$ cat src/rtl/ysyx_25070198_pkg.sv
// Shared types and constants for the ysyx_25070198 memory-side blocks.
package ysyx_25070198_pkg;

   typedef enum logic [1:0] {
      IDLE  = 2'd0,
      ISSUE = 2'd1,
      WAIT  = 2'd2
   } mem_arb_state_t;

   localparam logic GRANT_IFU = 1'b0;
   localparam logic GRANT_LSU = 1'b1;

endpackage

$ cat src/rtl/ysyx_25070198_rr2.sv
// Two-way round-robin picker. Bit 0 is IFU, bit 1 is LSU.
module ysyx_25070198_rr2
   import ysyx_25070198_pkg::*;
(
   input  logic [1:0] req,
   input  logic       last,
   output logic [1:0] gnt
);

   always_comb begin
      gnt = 2'b00;
      case (req)
         2'b01:   gnt = 2'b01;
         2'b10:   gnt = 2'b10;
         // On a tie, favour whichever side was not served last.
         2'b11:   gnt = (last == GRANT_LSU) ? 2'b01 : 2'b10;
         default: gnt = 2'b00;
      endcase
   end

endmodule

$ cat src/rtl/ysyx_25070198_mem_arbiter.sv
// Serialises IFU and LSU requests onto the single memory-bridge port,
// one outstanding transaction at a time, with a one-cycle response pulse.
//
// state | meaning
// IDLE  | ready offered to the round-robin winner, waiting for a handshake
// ISSUE | mem_req_valid held from the request registers until mem_req_ready
// WAIT  | request accepted, waiting for mem_resp_valid
module ysyx_25070198_mem_arbiter
   import ysyx_25070198_pkg::*;
#(
   parameter int AW = 32,
   parameter int DW = 32
) (
   input  logic              clk,
   input  logic              rst,

   input  logic              ifu_req_valid,
   output logic              ifu_req_ready,
   input  logic [AW-1:0]     ifu_addr,
   output logic              ifu_resp_valid,
   output logic [DW-1:0]     ifu_rdata,

   input  logic              lsu_req_valid,
   output logic              lsu_req_ready,
   input  logic [AW-1:0]     lsu_addr,
   input  logic              lsu_wen,
   input  logic [DW-1:0]     lsu_wdata,
   input  logic [DW/8-1:0]   lsu_wmask,
   output logic              lsu_resp_valid,
   output logic [DW-1:0]     lsu_rdata,

   output logic              mem_req_valid,
   input  logic              mem_req_ready,
   output logic [AW-1:0]     mem_addr,
   output logic              mem_wen,
   output logic [DW-1:0]     mem_wdata,
   output logic [DW/8-1:0]   mem_wmask,
   input  logic              mem_resp_valid,
   input  logic [DW-1:0]     mem_rdata
);

   mem_arb_state_t   r_state;
   logic             r_last_grant;
   logic             r_owner;
   logic [AW-1:0]    r_addr;
   logic             r_wen;
   logic [DW-1:0]    r_wdata;
   logic [DW/8-1:0]  r_wmask;
   logic             r_mem_req_valid;
   logic             r_ifu_resp_valid;
   logic             r_lsu_resp_valid;
   logic [DW-1:0]    r_ifu_rdata;
   logic [DW-1:0]    r_lsu_rdata;

   logic [1:0]       w_gnt;
   logic             w_idle;
   logic             w_hs_ifu;
   logic             w_hs_lsu;

   ysyx_25070198_rr2 u_rr2 (
      .req  ({lsu_req_valid, ifu_req_valid}),
      .last (r_last_grant),
      .gnt  (w_gnt)
   );

   // Ready is gated by rst so nothing handshakes while reset is held.
   assign w_idle        = (r_state == IDLE) && rst;
   assign ifu_req_ready = w_idle && w_gnt[0];
   assign lsu_req_ready = w_idle && w_gnt[1];
   assign w_hs_ifu      = ifu_req_valid && ifu_req_ready;
   assign w_hs_lsu      = lsu_req_valid && lsu_req_ready;

   always_ff @(posedge clk) begin
      if (!rst) begin
         r_state          <= IDLE;
         r_last_grant     <= GRANT_LSU;
         r_owner          <= GRANT_IFU;
         r_addr           <= '0;
         r_wen            <= 1'b0;
         r_wdata          <= '0;
         r_wmask          <= '0;
         r_mem_req_valid  <= 1'b0;
         r_ifu_resp_valid <= 1'b0;
         r_lsu_resp_valid <= 1'b0;
         r_ifu_rdata      <= '0;
         r_lsu_rdata      <= '0;
      end else begin
         r_ifu_resp_valid <= 1'b0;
         r_lsu_resp_valid <= 1'b0;
         case (r_state)
            IDLE: begin
               if (w_hs_lsu) begin
                  r_addr          <= lsu_addr;
                  r_wen           <= lsu_wen;
                  r_wdata         <= lsu_wdata;
                  r_wmask         <= lsu_wmask;
                  r_owner         <= GRANT_LSU;
                  r_last_grant    <= GRANT_LSU;
                  r_mem_req_valid <= 1'b1;
                  r_state         <= ISSUE;
               end else if (w_hs_ifu) begin
                  r_addr          <= ifu_addr;
                  r_wen           <= 1'b0;
                  r_wdata         <= '0;
                  r_wmask         <= '0;
                  r_owner         <= GRANT_IFU;
                  r_last_grant    <= GRANT_IFU;
                  r_mem_req_valid <= 1'b1;
                  r_state         <= ISSUE;
               end
            end
            ISSUE: begin
               if (mem_req_ready) begin
                  r_mem_req_valid <= 1'b0;
                  r_state         <= WAIT;
               end
            end
            WAIT: begin
               // Back to IDLE together with the pulse so the next handshake can overlap it.
               if (mem_resp_valid) begin
                  r_state <= IDLE;
                  if (r_owner == GRANT_IFU) begin
                     r_ifu_resp_valid <= 1'b1;
                     r_ifu_rdata      <= mem_rdata;
                  end else begin
                     r_lsu_resp_valid <= 1'b1;
                     r_lsu_rdata      <= r_wen ? '0 : mem_rdata;
                  end
               end
            end
            default: r_state <= IDLE;
         endcase
      end
   end

   assign mem_req_valid  = r_mem_req_valid;
   assign mem_addr       = r_addr;
   assign mem_wen        = r_wen;
   assign mem_wdata      = r_wdata;
   assign mem_wmask      = r_wmask;
   assign ifu_resp_valid = r_ifu_resp_valid;
   assign ifu_rdata      = r_ifu_rdata;
   assign lsu_resp_valid = r_lsu_resp_valid;
   assign lsu_rdata      = r_lsu_rdata;

endmodule

$ cat config.mk
export PLATFORM = sky130hd
export DESIGN_NAME = ysyx_25070198_mem_arbiter
export DESIGN_NICKNAME = d
export VERILOG_FILES = /design/src/rtl/ysyx_25070198_pkg.sv /design/src/rtl/ysyx_25070198_rr2.sv /design/src/rtl/ysyx_25070198_mem_arbiter.sv
export SDC_FILE = /design/constraint.sdc
export NUM_CORES = 1
export LEC_CHECK = 0
export BUFFER_PORTS_ARGS = -buffer_cell sky130_fd_sc_hd__buf_2
export CORE_UTILIZATION = 41
export CTS_CLUSTER_SIZE = 10
export DETAILED_ROUTE_END_ITERATION = 7
export PLACE_DENSITY = 0.76
export REMOVE_ABC_BUFFERS = 1
export SLEW_MARGIN = 10
export SYNTH_ARGS = -nofsm -noshare
export SYNTH_HDL_FRONTEND = slang
export SYNTH_SLANG_ARGS = --single-unit
$ cat constraint.sdc
create_clock -name clk -period 1.7 [get_ports clk]
set_clock_uncertainty 0.2 [all_clocks]
set_input_delay 0.34 -clock clk [delete_from_list [all_inputs] [get_ports clk]]
set_output_delay 0.34 -clock clk [all_outputs]
set_load 0.1 [all_outputs]
==> impl_metrics.tcl, run 1 <==
set metrics [dict create \
    cts_tree "yes" \
    outcome "finished with violations" \
    synth.area.top_cells "dfxtp_1 50%, a21oi_1 12%, nand2_1 6.7%, o21ai_0 6.3%, nand3_1 6.2%" \
    diodes 0 \
    fin_crit_sh_pct 125 \
    rsz0062_at_grt "yes" \
    gr-total-overflow 0 \
    clock_latency_ps 420 \
    clkTransAtPathRegs_ps 60 \
    grt_pass1_wl_um 34700 \
    final_max_slew_viol_count 0 \
    grt_usage_pct 31.3 \
    fin_cells 1244 \
    synth_top_cell_area_share_pct 50.1 \
    finalInstanceArea_sq_um 9980 \
    layout_common_cells "150 x buf_4, 138 x dfxtp_1, 138 x buf_2" \
    grt_max_degree 73 \
    timing.final.ws_setup_ps -421 \
    cp.arrival_ps 1580 \
    area_growth_pct 78.4 \
    synth-edff-count 0 \
    cts-root-buf "clkbuf_16" \
    io_buffers 276 \
    seq_area_frac_synth_pct 50.1 \
    synthDistinctLibCells 30 \
    initialDrtViolationCount 813 \
    cts.sinks 140 \
    drtPass1Iterations 6 \
    die_h_um 119 \
    post_drt_wl_per_cell_um 19.7 \
    drv_cap 0 \
    place_inst 1092 \
    violations "negative setup slack" \
    cp.required_ps 1160 \
    place_congestion 0.831 \
    fp.coreArea_sq_um 13300 \
    hold_viol_final 0 \
    hold_path_class "in2reg" \
    max_slew_margin_pct 73.3 \
    nNetsFinal 1196 \
    yosysWarnings 0 \
    period_needed_ps 2120 \
    die_w_um 119 \
    std_cell_rows 42 \
    totalWireLength_um 24500 \
    critPathLaunchType "flop" \
    fmax_mhz 472 \
    r2r_start "r_state[0]$_SDFFE_PN0P_" \
    synthFlopType "dfxtp_1" \
    hpwl_um 12000 \
    fillCellCount 802 \
    drt.antenna.violating_nets 0 \
    fin_tns_setup_ps -10160 \
    placed_area_sq_um 7450 \
    htreeDepth 4 \
    synthCells 676 \
    crit_type "reg2out" \
    reg2reg_to "mem_addr[25]$_SDFFE_PN0P_" \
    vias 7350 \
    grt_antenna_before_repair 0 \
    rrSetupSlack_ps -320 \
    end_kind "primary output" \
    ff_latch_area_sq_um 2810 \
    worst_hold_slack_ps 8.43 \
    syn_area_per_cell_sq_um 8.28 \
    viasPerCell 5.91 \
    vdd_drop_max_v 0.000686 \
    first_global_vias 6913 \
    multi_input_area_sq_um 2690 \
    worst_pin_slew_ps 396 \
    clockBufferDepth 2 \
    die_area_sq_um 14100 \
    power_leakage_nw 4.04 \
    drive_gt1_share_pct 38.7 \
    ys_ff_latch 140 \
    path_max_fanout 2 \
    cts_buffers 17 \
    synth_area_sq_um 5590 \
    finalSetupViolCount 72 \
    hold_path_depth 3 \
    layout_commonest_cell "buf_4" \
    start_util_pct 42.1 \
    reg2reg_depth 5 \
    drcViolationCount 0 \
    utilization_pct 75.1 \
    async_flop_share_pct 0 \
    io_pins 277 \
    power_density_nw_per_um2 992 \
    min_to "r_state[0]$_SDFFE_PN0P_" \
    min_from "mem_req_ready" \
    synth_top_area_cell "dfxtp_1" \
]
==> Yosys cell counts (all sizes together), types with 2 or more instances <==
cell type / number
a211oi: 2
a21oi: 134
a311oi: 32
buf: 24
clkbuf: 50
dfxtp: 140
inv: 4
nand2: 100
nand2b: 2
nand3: 69
nand3b: 32
nor2: 5
o21ai: 71
==> through the flow <==
step                      setup slack [ps]  total power [mW]
after CTS                             -435              9.71
final                                 -421              9.89
after global placement                -246              5.42
after detailed placement              -301              5.43
after global routing                  -458              10.1
after floorplan                      -3230              4.80
==> flip-flops by register name, indices dropped and copies added (netlist names) <==
name            cells
mem_wmask           4
mem_wdata          32
mem_req_valid       1
ifu_rdata          32
lsu_rdata          32
r_state             2
r_last_grant        1
lsu_resp_valid      1
mem_addr           32
ifu_resp_valid      1
r_owner             1
mem_wen             1
==> worst max-delay path: stages (launching register included) <==
cell and delay, ps:
dfxtp_2 320, or3b_4 400, a211oi_4 220, buf_12 210
==> area by class of cell <==
type	instances	area share, %
Clock inverter	10	1.66
Tap cell	176	2.21
Multi-Input combinational cell	458	27.0
Timing Repair Buffer	436	36.3
Clock buffer	20	4.58
Sequential cell	140	28.1
Inverter	4	0.176
==> what timing repair did <==
item                                    CTS  global route
hold endpoints to repair                110             0
setup buffers                             6             1
hold buffers                            110             0
gates resized for setup                 148            72
gates cloned                              4             1
pin swaps                                25            26
endpoints found under the setup margin  204            75
==> power breakdown <==
group	switching [mW]	internal [mW]	total, mW
clock	1.43	2.52	3.95
combinational	1.60	0.844	2.45
sequential	0.0868	3.41	3.49
==> how the worst max path moves through the flow <==
stage	depth (start not counted)	to	from	slack, ps
after floorplan	3	lsu_req_ready	r_state[1]$_SDFFE_PN0P_	-3230
after global placement	4	ifu_req_ready	rst	-250
after detailed placement	6	mem_addr[0]$_SDFFE_PN0P_	rst	-300
after CTS	3	ifu_req_ready	r_state[0]$_SDFFE_PN0P_	-440
after global routing	3	ifu_req_ready	r_state[0]$_SDFFE_PN0P_	-460
final	3	ifu_req_ready	r_state[0]$_SDFFE_PN0P_	-420
==> per-layer routing <==
layer,track usage [%],wire [um],vias to the layer above
li1,-,-,3174
met2,53.6,11900,608
met4,21.1,1570,0
met1,33.9,8670,3421
met5,0,0,-
met3,8.05,2440,147
==> logic make-up after synthesis <==
group	count (synthesis)	share of synthesized area, %
buffers and inverters	78	6.31
flip-flops	140	50.1
AO/OA/AOI/OAI	243	24.5
AND/OR/NAND/NOR	215	19.1
Note: power is estimated with default switching activity, not from simulation.
==> run 2, diff against run 1 <==
SETUP_SLACK_MARGIN = 0.1   (was unset)
==> impl_metrics.tcl, run 2 (same netlist as run 1, synthesis figures left out) <==
set metrics [dict create \
    combPwrFrac_pct 26.4 \
    max_slew_margin_pct 70.9 \
    hold_viol_final 0 \
    r2r_start "r_state[0]$_SDFFE_PN0P_" \
    std_cell_rows 42 \
    power_leakage_nw 4.31 \
    area_growth_pct 98.5 \
    cts.sinks 140 \
    post_drt_wl_per_cell_um 24.0 \
    drv_cap 0 \
    start_util_pct 42.1 \
    violations "negative setup slack" \
    fp.coreArea_sq_um 13300 \
    switching_share_pct 32.5 \
    drive_gt1_share_pct 48.1 \
    period_needed_ps 2130 \
    drtPass1Iterations 8 \
    totalWireLength_um 30200 \
    cp.required_ps 1780 \
    grt_max_degree 73 \
    reg2reg_to "mem_wdata[8]$_SDFFE_PN0P_" \
    viasPerCell 6.23 \
    layout_commonest_cell "buf_2" \
    fin_tns_setup_ps -20940 \
    die_area_sq_um 14100 \
    end_kind "flop" \
    gr-total-overflow 0 \
    top_layer "met4" \
    worst_pin_slew_ps 432 \
    fmax_mhz 469 \
    io_buffers 276 \
    cts_buffers 17 \
    fin_crit_sh_pct 125 \
    clkPwrFrac_pct 39.1 \
    finalSetupViolCount 137 \
    outcome "finished with violations" \
    critPathLaunchType "flop" \
    layout_common_cells "138 x buf_2, 133 x dfxtp_1, 121 x buf_6" \
    power.switching_mw 3.33 \
    first_global_vias 6970 \
    hold_path_class "in2reg" \
    cts-root-buf "clkbuf_16" \
    die_h_um 119 \
    p_int_mw 6.90 \
    cts_tree "yes" \
    initialDrtViolationCount 893 \
    power_density_nw_per_um2 921 \
    grt_pass1_wl_um 36100 \
    met1_length_um 10000 \
    clockBufferDepth 2 \
    vias 7836 \
    drcViolationCount 0 \
    clkTransAtPathRegs_ps 60 \
    clock_latency_ps 410 \
    cp.arrival_ps 2210 \
    drt.antenna.violating_nets 0 \
    seqPwrFrac_pct 34.5 \
    place_congestion 0.831 \
    dr_wl_met2_um 14400 \
    path_max_fanout 55 \
    final_max_slew_viol_count 0 \
    totalPowerFinal_mw 10.2 \
    timing.final.ws_setup_ps -433 \
    vdd_drop_max_v 0.000696 \
    die_w_um 119 \
    reg2reg_depth 5 \
    htreeDepth 4 \
    hpwl_um 12000 \
    rsz0062_at_grt "yes" \
    grt_antenna_before_repair 1 \
    worstSetupEndpoint "mem_wdata[8]$_SDFFE_PN0P_" \
    nNetsFinal 1208 \
    critPathLaunch "r_state[0]$_SDFFE_PN0P_" \
    io_pins 277 \
    grt_usage_pct 32.6 \
    wl_met3_um 3340 \
    crit_type "reg2reg" \
    rrSetupSlack_ps -430 \
]
## run 2: changes by cell type in the layout (fill, tap and decap cells not counted), sizes merged
cell	before	now
buf	322	333
bufbuf	2	0
clkbuf	22	25
diode	0	1
## run 2: stage by stage
| stage | area, sq um | std cells | util [%] | worst slack (ps) | hold slack [ps] |
|---|---|---|---|---|---|
| finish | 11100 | 1257 | 83.5 | -433 | 27.6 |
| global route | 11100 | 1257 | 83.5 | -450 | 16.2 |
| CTS | 9870 | 1242 | 74.3 | -435 | 1.73 |
| detailed placement | 7450 | 1092 | 56.1 | -301 | 241 |
| global placement | 7450 | 1092 | 56.1 | -246 | 235 |
| floorplan | 5260 | 602 | - | -3230 | 229 |
## run 2: cell type report
cell class	count	area, sq um
diodes	1	2.50
clock buffers	20	457
clock inverters	10	165
fillers	588	2190
inverters	4	17.5
multi-input cells	458	3100
flip-flops and latches	140	2810
well taps	176	220
repair buffers	448	4330
## run 2: layer usage
layer,track usage [%],up-vias
li1,-,3192
met1,35.9,3628
met5,0,-
met3,8.48,219
met2,55.7,797
met4,20.4,0
## run 2: critical path, stage by stage, from the launching register on
cell	delay (ps)
dfxtp_2	320
or3b_4	410
buf_4	210
buf_12	190
o21ai_0	430
a21oi_1	170
## run 2: worst min-delay path by stage
stage	start	endpoint	slack [ps]	cells past startpoint
2_1_floorplan	rst	r_last_grant$_SDFFE_PN1P_	230	1
3_3_place_gp	lsu_rdata[10]$_SDFFE_PN0P_	lsu_rdata[10]$_SDFFE_PN0P_	240	2
3_5_place_dp	lsu_rdata[6]$_SDFFE_PN0P_	lsu_rdata[6]$_SDFFE_PN0P_	240	2
4_1_cts	ifu_addr[9]	mem_addr[9]$_SDFFE_PN0P_	2	3
5_1_grt	lsu_addr[12]	mem_addr[12]$_SDFFE_PN0P_	20	3
6_report	mem_req_ready	r_state[0]$_SDFFE_PN0P_	30	3
## run 2: timing repair
item                                    in CTS  in global routing
endpoints found under the hold margin      110                  0
hold buffers                               110                  0
gates cloned                                 4                  7
resized for setup                          192                286
setup buffers                                6                  7
endpoints found under the setup margin     207                198
pin swaps                                   25                 73
## run 2: power by group through the flow
stage	registers, mW	logic (mW)	clock network, mW
2_1_floorplan	4.38	0.420	0
3_3_place_gp	3.54	1.88	0
3_5_place_dp	3.54	1.89	0
4_1_cts	3.49	2.29	3.97
5_1_grt	3.53	2.75	4.16
6_report	3.53	2.70	4.00
